<file path="config.mk">
export PLATFORM = sky130hd
export DESIGN_NAME = multiplier_seq_param
export DESIGN_NICKNAME = d
export VERILOG_FILES = /design/src/rtl/multiplier_seq_param.sv
export SDC_FILE = /design/constraint.sdc
export NUM_CORES = 1
export LEC_CHECK = 0
export BUFFER_PORTS_ARGS = -buffer_cell sky130_fd_sc_hd__clkbuf_2
export CORE_ASPECT_RATIO = 1.25
export CORE_UTILIZATION = 40
export CTS_CLUSTER_DIAMETER = 120
export CTS_CLUSTER_SIZE = 40
export DETAILED_ROUTE_END_ITERATION = 10
export SLEW_MARGIN = 20
export SYNTH_ARGS = -nofsm -noshare
export SYNTH_HDL_FRONTEND = slang
export SYNTH_SLANG_ARGS = --single-unit
</file>
<file path="constraint.sdc">
create_clock -name Clk -period 8.6 [get_ports Clk]
set_clock_uncertainty 0.05 [all_clocks]
set_input_delay 1.72 -clock Clk [delete_from_list [all_inputs] [get_ports Clk]]
set_output_delay 1.72 -clock Clk [all_outputs]
set_load 0.03 [all_outputs]
</file>
<file path="src/rtl/multiplier_seq_param.sv">
// multiplier_seq_param: signed (two's-complement) sequential add-shift multiplier.
// Computes {X, Aval, Bval} = S * B over WIDTH compute cycles, one multiplier bit per cycle.
// The add and the arithmetic right shift happen in the same cycle. On the final step the
// multiplicand is subtracted, because the top multiplier bit carries negative weight.
//
// Optional build macro: MULT_ACCUM_EN. When it is defined, the start of a run keeps the
// previous A/X, so the result becomes S*B + sign_ext(A_prev).
//
// Ports:
//   Clk               in   system clock
//   Reset_USH         in   asynchronous active-low reset, clears all state
//   Run_USH           in   active-low start button (raw)
//   ClearA_LoadB_USH  in   active-low: A<=0, X<=0, B<=S (raw)
//   S_USH             in   [WIDTH] multiplicand / load value from switches (raw)
//   Aval              out  [WIDTH] upper product half
//   Bval              out  [WIDTH] lower product half / multiplier
//   X                 out  sign-extension bit of A
//   Busy              out  high in RUN_INIT and COMPUTE
module multiplier_seq_param #(
    parameter int unsigned WIDTH       = 8,
    parameter int unsigned SYNC_STAGES = 2
) (
    input  logic             Clk,
    input  logic             Reset_USH,
    input  logic             Run_USH,
    input  logic             ClearA_LoadB_USH,
    input  logic [WIDTH-1:0] S_USH,
    output logic [WIDTH-1:0] Aval,
    output logic [WIDTH-1:0] Bval,
    output logic             X,
    output logic             Busy
);

    localparam int unsigned CntW = (WIDTH > 1) ? $clog2(WIDTH) : 1;

    typedef enum logic [2:0] {StIdle, StClearLoad, StRunInit, StCompute, StDone} state_e;

    // Synchroniser chains. They reset to all ones, which reads as "buttons released".
    logic [SYNC_STAGES-1:0] run_sync_q;
    logic [SYNC_STAGES-1:0] clr_sync_q;
    logic [WIDTH-1:0]       s_sync_q [SYNC_STAGES];

    logic             run_s, clr_s, run_prev_q, run_fall;
    logic [WIDTH-1:0] s_s;

    state_e           state_q, state_d;
    logic [WIDTH-1:0] a_q, a_d, b_q, b_d, m_q, m_d;
    logic             x_q, x_d;
    logic [CntW-1:0]  cnt_q, cnt_d;
    logic             last_step;
    logic [WIDTH:0]   a_ext, addend, sum;

    assign run_s = run_sync_q[SYNC_STAGES-1];
    assign clr_s = clr_sync_q[SYNC_STAGES-1];
    assign s_s   = s_sync_q[SYNC_STAGES-1];

    // A start is accepted only on a release-to-press transition of the synced button.
    assign run_fall = run_prev_q & ~run_s;

    always_ff @(posedge Clk or negedge Reset_USH) begin
        if (!Reset_USH) begin
            run_sync_q <= '1;
            clr_sync_q <= '1;
            for (int i = 0; i < SYNC_STAGES; i++) s_sync_q[i] <= '1;
            run_prev_q <= 1'b1;
        end else begin
            run_sync_q  <= {run_sync_q[SYNC_STAGES-2:0], Run_USH};
            clr_sync_q  <= {clr_sync_q[SYNC_STAGES-2:0], ClearA_LoadB_USH};
            s_sync_q[0] <= S_USH;
            for (int i = 1; i < SYNC_STAGES; i++) s_sync_q[i] <= s_sync_q[i-1];
            run_prev_q  <= run_s;
        end
    end

    always_ff @(posedge Clk or negedge Reset_USH) begin
        if (!Reset_USH) begin
            state_q <= StIdle;
            a_q     <= '0;
            b_q     <= '0;
            m_q     <= '0;
            x_q     <= 1'b0;
            cnt_q   <= '0;
        end else begin
            state_q <= state_d;
            a_q     <= a_d;
            b_q     <= b_d;
            m_q     <= m_d;
            x_q     <= x_d;
            cnt_q   <= cnt_d;
        end
    end

    assign last_step = (cnt_q == CntW'(WIDTH - 1));
    assign a_ext     = {a_q[WIDTH-1], a_q};
    assign addend    = b_q[0] ? {m_q[WIDTH-1], m_q} : '0;
    assign sum       = last_step ? (a_ext - addend) : (a_ext + addend);

    always_comb begin
        state_d = state_q;
        a_d     = a_q;
        b_d     = b_q;
        m_d     = m_q;
        x_d     = x_q;
        cnt_d   = cnt_q;
        unique case (state_q)
            StIdle: begin
                if (!clr_s) begin
                    state_d = StClearLoad;
                end else if (run_fall) begin
                    state_d = StRunInit;
                end
            end
            StClearLoad: begin
                a_d = '0;
                x_d = 1'b0;
                b_d = s_s;
                if (clr_s) state_d = StIdle;
            end
            StRunInit: begin
`ifdef MULT_ACCUM_EN
                // A/X kept: the old upper half is accumulated into the new product.
`else
                a_d = '0;
                x_d = 1'b0;
`endif
                cnt_d   = '0;
                m_d     = s_s;
                state_d = StCompute;
            end
            StCompute: begin
                // Arithmetic right shift of {sum, B} by one bit.
                x_d = sum[WIDTH];
                a_d = {sum[WIDTH], sum[WIDTH-1:1]};
                b_d = {sum[0], b_q[WIDTH-1:1]};
                if (last_step) begin
                    state_d = StDone;
                end else begin
                    cnt_d = cnt_q + CntW'(1);
                end
            end
            StDone: begin
                if (run_s) state_d = StIdle;
            end
            default: state_d = StIdle;
        endcase
    end

    assign Aval = a_q;
    assign Bval = b_q;
    assign X    = x_q;
    assign Busy = (state_q == StRunInit) || (state_q == StCompute);

endmodule

</file>
Yosys cells after proc, flatten, opt, wreduce, memory -nomap -nowiden
Index checks and enable logic that the tools add are counted.
Widths: inputs -> output; s select.
{"block": "totals", "reg_bits": 52, "in_bits": 12, "output_inout_bits": 18, "word_cells": 47}
{"block": "classes", "n_addsub": 3, "eq_ne": 10, "n_mux": 13, "bitwise_logic": 2, "n_reduce_logical": 8}
{"op": "$pmux 8 s2", "count": 2}
{"op": "$mux 3", "count": 6}
{"op": "$mux 9", "count": 2}
{"op": "$pmux 3 s5", "count": 1}
{"op": "$add 9x9->9", "count": 1}
{"op": "$sub 9x9->9", "count": 1}
{"op": "$ne 2x2->1 const B", "count": 4}
{"op": "$eq 3x2->1 const B", "count": 2}
{"op": "$eq 3x3->1 const B", "count": 2}
{"op": "$pmux 3 s2", "count": 1}
{"op": "$reduce_bool 2->1", "count": 3}
{"op": "$reduce_and 4->1", "count": 1}
{"op": "$add 3x1->3 const B", "count": 1}
{"op": "$eq 3x1->1 const B", "count": 1}
{"op": "$logic_not 3->1", "count": 1}
{"op": "$ne 3x3->1 const B", "count": 1}
{"op": "$pmux 1 s2", "count": 1}
{"op": "$reduce_and 2->1", "count": 1}
{"op": "$reduce_or 2->1", "count": 1}
{"op": "$and 1x1->1", "count": 1}
{"op": "$logic_or 1x1->1", "count": 1}
{"op": "$not 1->1", "count": 1}

Depth between registers and ports, before layout
Gate-level depths: netlist of the first run.
{"block": "logic_depth", "ltp_word": 5, "depth_mapped": 15, "depth_no_buf": 14}

Worst setup path before layout of the first run
OpenSTA, ideal clock, no wires.
{"block": "synth_timing", "path_kind": "reg-to-reg", "from": "register b_q[0], in the netlist Bval[0]", "to": "register a_q[7], in the netlist Aval[7]", "setup_time_ns": 0.121, "t_arrival_ns": 2.990, "required_time_ns": 8.429, "path_slack_ns": 5.439, "path_stages_with_launch": 16, "path_buffers": 1, "period_less_slack_ns": 3.161, "path_cell_list": "dfrtp_1 > clkbuf_1 > nand2_1 > ha_1 > nor2_1 > nor2_1 > o21ai_0 > o21ai_0 > a31o_2 > ha_1 > o21a_1 > o31a_1 > o21ai_0 > xnor2_1 > o21bai_1 > a22o_1"}
{"block": "synth_between", "elab_chain_cells": 4, "word_cells_on_any_way": 5, "cone_classes": "2 x add/sub; 3 x mux"}
{"element": "from (decl)", "line": "47", "rtl": "logic [WIDTH-1:0] a_q, a_d, b_q, b_d, m_q, m_d;"}
{"element": "from (signal assigned)", "line": "79", "rtl": "b_q <= '0;"}
{"element": "from (signal assigned)", "line": "86", "rtl": "b_q <= b_d;"}
{"element": "$mux 9 (*)", "line": "95", "rtl": "assign addend = b_q[0] ? {m_q[WIDTH-1], m_q} : '0;"}
{"element": "$add 9x9->9 or $sub 9x9->9 (tied branches)", "line": "96", "rtl": "assign sum = last_step ? (a_ext - addend) : (a_ext + addend);"}
{"element": "$mux 9 (*)", "line": "96"}
{"element": "$pmux 8 s2 (*)", "line": "105", "rtl": "unique case (state_q)"}
{"element": "to (signal assigned)", "line": "78", "rtl": "a_q <= '0;"}
{"element": "to (signal assigned)", "line": "85", "rtl": "a_q <= a_d;"}
{"element": "to (decl)", "line": "47"}
Mark *: on every way between the ends. The rest lies on a longest branch, timed or not.
A chain may end at the register's enable or synchronous reset.

Worst setup path in the final report of the first run
{"block": "layout_timing", "from": "register state_q[1]", "to": "output port Busy"}
{"block": "layout_between", "elab_chain_cells": 2, "word_cells_on_any_way": 3, "cone_classes": "2 x eq/ne; 1 x reduce/logical"}
{"element": "from (decl)", "line": "46", "rtl": "state_e state_q, state_d;"}
{"element": "from (signal assigned)", "line": "77", "rtl": "state_q <= StIdle;"}
{"element": "from (signal assigned)", "line": "84", "rtl": "state_q <= state_d;"}
{"element": "$eq 3x2->1", "line": "151", "rtl": "assign Busy = (state_q == StRunInit) || (state_q == StCompute);"}
{"element": "$logic_or 1x1->1 (*)", "line": "151"}
{"element": "to (decl)", "line": "31", "rtl": "output logic Busy"}
Marks and branches as above.

==> results by group, run 1 <==
CTS
  • CTS tree: done
  • Clock transition at path regs: 90 ps
  • Clk_lat worst skew: 310 ps
  • H-tree depth: 2
  • Post-cts sizing count: 0
  • Cts hold-fix bufs: 0
  • Num CTS Buffers: 5
  • CTS sink count: 51
  • Root Buffer Master: clkbuf_8
  • Clock tree buffer depth: 2
  • Postcts setup bufs: 0

Power
  • Pwr per Cell Area: 434 mW/mm^2
  • Worst VDD drop: 0.000154 V
  • Leak pwr: 1.24 nW

Critical path
  • Setup crit end kind: output pin
  • Crit path max fanout: 12
  • Worst Setup Start Kind: register
  • Setup CP Type: register to output pin
  • Critical Path RT: 6830 ps
  • CP arrival: 1700 ps

STA
  • Hold Fails Final Rpt: 0
  • Setup_tns: 0 ps
  • RSZ-0062 raised after global routing: false
  • Setup violations, final: 0
  • Worst Tran Pin Value: slightly above 700 ps
  • Final min period: 3470 ps
  • Final Slew Violations: 0
  • Relative slew margins: 52.5%
  • Fmax: 0.288 GHz
  • Final Cycle Share: 40.4%
  • Crit path setup slack, layout: ~5100 ps

Die
  • Initial Utilization: a little over two fifths
  • Die area: ~0.0064 mm^2
  • Core area: just under 0.006 mm^2
  • Die Ht: 89.4 um
  • Die W: roughly 70 um
  • IO Count: 30
  • Site Rows: 31

Detailed routing
  • Drc violations: 0
  • Drt wl/cell: 12.9 um
  • Drt via density: 5.03
  • Via count: roughly 1,700
  • DR pass1 iterations: 4
  • Final ANT Viol Nets: 0
  • DRT iter0 DRCs: 64
  • Final WL: 4400 um

Placement
  • Post-Place Setup Slack: approximately 5300 ps
  • Cell Area, Placed: 0.00266 mm^2
  • Post-DP HPWL: roughly 3200 um
  • Placed insts: 334
  • IO Port Bufs: 29
  • Placer Congestion: 0.830

Logic synthesis
  • Biggest area consumer among synthesized cells: dfrtp_1
  • Ys Warns: 0
  • Sequential area share after synthesis: 53.3%
  • Synth Cell Area: 0.00244 mm^2
  • Number of synthesized flops with an enable pin: 0
  • #FFs+latches synth: 51
  • Adder-Cell Fraction of Synth Area: 6.45%
  • Main combinational cell family by area after synthesis: compound AO/OA/AOI/OAI gates
  • Post-synth ARST share: 100%
  • Mean post-synth cell area: 10.6 um^2
  • Synth Area in Simple Gates: 12.7%
  • Synth Area in XOR/XNOR: ~3.2%
  • Syn_nets: approximately 250
  • Post-synth top area share: 30.7%
  • Area contributors post-synth: dfrtp_1 (31%), dfstp_2 (23%), ha_1 (5.6%)
  • Unique masters post-synth: 42
  • Mux contribution to synthesized area: roughly 6.7%
  • Synth Instances: 230
  • Synth Flop Type: dfrtp_1
  • Complex-gate fraction of the synthesized area: around 15%

Finish
  • Ant. Diodes: 0
  • Area delta synth->final: 12.7%
  • Post-route cell area: 0.00275 mm^2
  • Final Instance Count excl. Fillers: 342
  • Fillers: roughly 550
  • Final nets: 283
  • Core Util, Final: between 40 and 50%
  • Layout cells sized above 1: 26.9%

Global routing
  • Gr busiest metal: met2
  • Initial antenna violation count: 0
  • Tot GR Track Use: 15.5%
  • Number of global-route vias before repair: 1,698
  • M1 GR Usage: 19.0%
  • Global-route wire length before repair: 7600 um
  • Largest net degree at the start of global routing: 52
  • GRT overflow: 0
  • M3 GR Usage: 3.83%
  • Met2 GRT Util: 25.9%

Min path
  • Min-Delay Path Class: register to register

Run status
  • Outcome: finished, final reports clean

Job
  • Max_cap viols: 0
## state kept, by name (all words and copies together) (netlist names)
signal,flops
clr_sync_q,2
cnt_q,3
run_prev_q,1
Aval,8
s_s,8
s_sync_q,8
Bval,8
run_sync_q,2
m_q,8
state_q,3
## worst max-delay path, stage by stage (launching register included)
cell      delay, ps
dfrtp_1         700
nand2b_1        260
inv_1           200
clkbuf_2        230
## worst paths after layout
check | from | endpoint | slack (ps) | cells past startpoint
max in group asynchronous | Reset_USH | Bval[4] | 6630 | 2
setup reg to reg | cnt_q[0] | Aval[7] | 5310 | 14
min in group asynchronous | Reset_USH | Aval[3] | 1450 | 2
setup / recovery | state_q[1] | Busy | 5130 | 3
hold / removal | s_sync_q[10] | s_s[2] | 310 | 0
hold reg to reg | s_sync_q[10] | s_s[2] | 310 | 0
## metrics by stage
stage / power (W) / hold slack, ps
after floorplan: 0.000917 / 295
after global placement: 0.00105 / 296
after detailed placement: 0.00106 / 297
after CTS: 0.00121 / 311
after global routing: 0.00131 / 314
final: 0.00119 / 310
## Yosys cell counts, types with 2 or more instances
master and count:
a21oi_1 11, nand3_1 2, clkbuf_1 5, ha_1 11, dfstp_2 21, nor2_1 19, nand2b_1 3, xor2_1 6
mux2i_1 7, mux2_2 7, nor2b_1 2, o21bai_1 2, a22o_1 4, inv_1 9, dfrtp_1 30, o211ai_1 2
nor3_1 4, nand2_1 30, o21a_1 3, xnor2_1 3, buf_2 2, o21ai_0 27
## cells by family (layout without fill, tap and decap cells)
kind of cell / count (synthesis) / after routing
flops: 51 / 51
compound gates: 59 / 59
simple gates: 67 / 67
buf+inv: 17 / 47
fa+ha+maj: 12 / 12
mux: 15 / 15
xor+xnor: 9 / 9
## where the power goes
| part | switching, W | total [W] | internal, W |
|---|---|---|---|
| logic | 0.000366 | 0.000648 | 0.000282 |
| registers | 0.0000903 | 0.000404 | 0.000314 |
| clock network | 0.0000833 | 0.000142 | 0.0000590 |
| total | 0.000540 | 0.00119 | 0.000655 |
## layer usage
metal  up-vias  part of all wire [%]  wire, um
met5         -                     0         0
met4         0                   2.2        95
met3        10                   3.1       138
met2        35                    48      2100
met1       814                    47      2070
li1        860                     -         -
## layout by cell type (no fill, tap or decap), types with 2 or more instances in the layout
cell type	synthesis	layout
xnor2_1	3	3
o21a_1	3	3
nand3_1	2	2
clkbuf_2	0	29
inv_6	0	2
inv_1	9	9
a22o_1	4	4
nor3_1	4	4
nor2_1	19	19
a21oi_1	11	11
ha_1	11	11
mux2i_1	7	7
mux2_2	7	7
o21ai_0	27	27
nor2b_1	2	2
nand2_1	30	30
dfrtp_1	30	30
xor2_1	6	6
clkbuf_8	0	5
dfstp_2	21	21
o21bai_1	2	2
o211ai_1	2	2
nand2b_1	3	3
## layout make-up
type	instances	area (um^2)	area share (%)
Tap cell	82	103	3.73
Clock inverter	3	22.5	0.818
Timing Repair Buffer	30	153	5.55
Inverter	9	33.8	1.23
Sequential cell	51	1300	47.3
Clock buffer	5	68.8	2.50
Multi-Input combinational cell	162	1070	38.9
Power figures use the tool's default switching activity.
==> inputs of run 2 (changes only) <==
- clock period: 8.6 -> 3.08 ns (I/O delays scaled with it)
==> results by group, run 2 (synthesis results as in run 1) <==
Run status
  • Outcome: finished, final reports clean

Placement
  • Post-DP HPWL: 3360 um (+5.9%)
  • Post-Place Setup Slack: 197 ps (-5140 ps)
  • Placer Congestion: 0.830 (unchanged)
  • IO Port Bufs: 29 (unchanged)

STA
  • Setup violations, final: 0 (unchanged)
  • Final Slew Violations: 0 (unchanged)
  • Crit path setup slack, layout: 205 ps (-4920 ps)
  • Worst Tran Pin Value: 687 ps (-24.7 ps)
  • Hold Fails Final Rpt: 0 (unchanged)
  • Final min period: 2880 ps
  • RSZ-0062 raised after global routing: false
  • Relative slew margins: 54.1% (+1.6 points)
  • Final Cycle Share: 93.4%
  • Fmax: 0.348 GHz
  • Setup_tns: 0 ps (unchanged)

Die
  • Site Rows: 31 (unchanged)
  • Core area: 0.00586 mm^2 (unchanged)
  • Initial Utilization: 41.7% (unchanged)
  • IO Count: 30 (unchanged)
  • Die Ht: 89.4 um (unchanged)
  • Die area: 0.00642 mm^2 (unchanged)
  • Die W: 71.9 um (unchanged)

Detailed routing
  • Drt wl/cell: 13.1 um (+1.6%)
  • DRT iter0 DRCs: 36 (-44%)
  • Via count: 1,687 (-1.9%)
  • Final WL: 4510 um (+2.5%)
  • Drt via density: 4.89 (-2.7%)
  • Final ANT Viol Nets: 0 (unchanged)
  • DR pass1 iterations: 4 (unchanged)
  • Drc violations: 0 (unchanged)

CTS
  • Cts hold-fix bufs: 0 (unchanged)
  • Postcts setup bufs: 0 (unchanged)
  • H-tree depth: 2 (unchanged)
  • Num CTS Buffers: 5 (unchanged)
  • Root Buffer Master: clkbuf_8
  • CTS sink count: 51 (unchanged)
  • Clock tree buffer depth: 2 (unchanged)
  • Clock transition at path regs: 100 ps (about the same)
  • CTS tree: done
  • Clk_lat worst skew: 300 ps (about the same)

Critical path
  • Setup crit end kind: register
  • CP arrival: 3030 ps (+1330 ps)
  • Critical Path RT: 3230 ps (-3600 ps)
  • Crit path max fanout: 22 (+10)
  • Worst Setup Start Kind: register
  • Worst r2r path cells: 13 (-1)
  • Setup CP Type: register to register

Power
  • Internal: 0.00186 W (+180%)
  • Combinational power share: 55.5% (+1.2 points)
  • Switch Pwr: 0.00152 W (+180%)
  • Pwr per Cell Area: 1210 mW/mm^2 (+180%)
  • Worst VDD drop: 0.000539 V (+250%)
  • Switching portion of total power: 45.0% (-0.23 points)
  • Leak pwr: 1.25 nW (+1.2%)
  • Clock group share of total power: 11.6% (-0.3 points)
  • Sequential share of power: 32.9% (-0.9 points)

Global routing
  • Initial antenna violation count: 0 (unchanged)
  • Largest net degree at the start of global routing: 39 (-25%)
  • Global-route wire length before repair: 7680 um (+1.0%)
  • GRT overflow: 0 (unchanged)
  • Tot GR Track Use: 15.8% (+0.26 points)
  • Number of global-route vias before repair: 1,622 (-4.5%)

Min path
  • Min-Delay Path Class: input port to asynchronous set/reset pin

Finish
  • Most frequent cells in the layout: nand2_1 (30), dfrtp_1 (29), clkbuf_2 (29), o21ai_0 (26), dfstp_2 (21)
  • Area delta synth->final: 14.0%
  • Leading cell type in the layout, fill and taps excluded: nand2_1
  • Layout cells sized above 1: 27.8% (+0.83 points)
  • Ant. Diodes: 0 (unchanged)
  • Final nets: 286 (+1.1%)

Job
  • Max_cap viols: 0 (unchanged)
==> run 2: critical path, cell delays in order, from the launching register on <==
cell      delay (ps)
dfrtp_1          420
ha_1             210
ha_1             220
buf_12           170
nor2_1           120
xor2_1           160
nand2_1           70
ha_1             370
o21a_1           210
o31a_1           120
o21ai_0          220
xnor2_1          170
o21bai_1          80
a22o_1           180
==> run 2: what timing repair did <==
| action | in CTS | in global routing |
|---|---|---|
| setup endpoints to repair | 0 | 1 |
| endpoints found under the hold margin | 0 | 0 |
| gates resized for setup | 0 | 1 |
==> run 2: per-stage QoR <==
step / utilization [%] / instance area, um^2 / total power [W] / hold WS [ps] / std cells
detailed placement: 46.1 / 2700 / 0.00301 / 297 / 337
floorplan: - / 2440 / 0.00256 / 270 / 230
global placement: 46.1 / 2700 / 0.00298 / 296 / 337
finish: 47.6 / 2790 / 0.00337 / 162 / 345
global route: 47.6 / 2790 / 0.00369 / 180 / 345
CTS: 47.6 / 2790 / 0.00342 / 174 / 345
==> run 2: power by group through the flow <==
stage          combinational (W)  clock, W  sequential, W
6_report                 0.00187  0.000392        0.00111
5_1_grt                  0.00211  0.000435        0.00115
4_1_cts                  0.00189  0.000409        0.00111
3_5_place_dp             0.00189         0        0.00112
3_3_place_gp             0.00186         0        0.00112
2_1_floorplan            0.00135         0        0.00121
==> run 2: final cells by class <==
class	count	area, um^2
Clock buffer	6	72.6
Clock inverter	2	15.0
Fill cell	544	3070
Inverter	9	33.8
Multi-Input combinational cell	162	1070
Sequential cell	51	1300
Tap cell	82	103
Timing Repair Buffer	33	188
==> run 2: worst paths after layout <==
check | startpoint | to | slack (ps)
min reg2reg | s_sync_q[13] | s_s[5] | 310
max reg2reg | cnt_q[0] | Aval[7] | 200
min | Reset_USH | Aval[0] | 160
max in group asynchronous | Reset_USH | s_s[4] | 1990
max | cnt_q[0] | Aval[7] | 200
min in group Clk | s_sync_q[13] | s_s[5] | 310
==> run 2: layer usage <==
metal | global-route usage (%) | vias up | share of wire [%]
met2 | 26.1 | 36 | 48
met1 | 19.8 | 781 | 48
met5 | 0 | - | 0
met3 | 3.49 | 9 | 2.8
met4 | 7.31 | 0 | 1.9
li1 | - | 861 | -
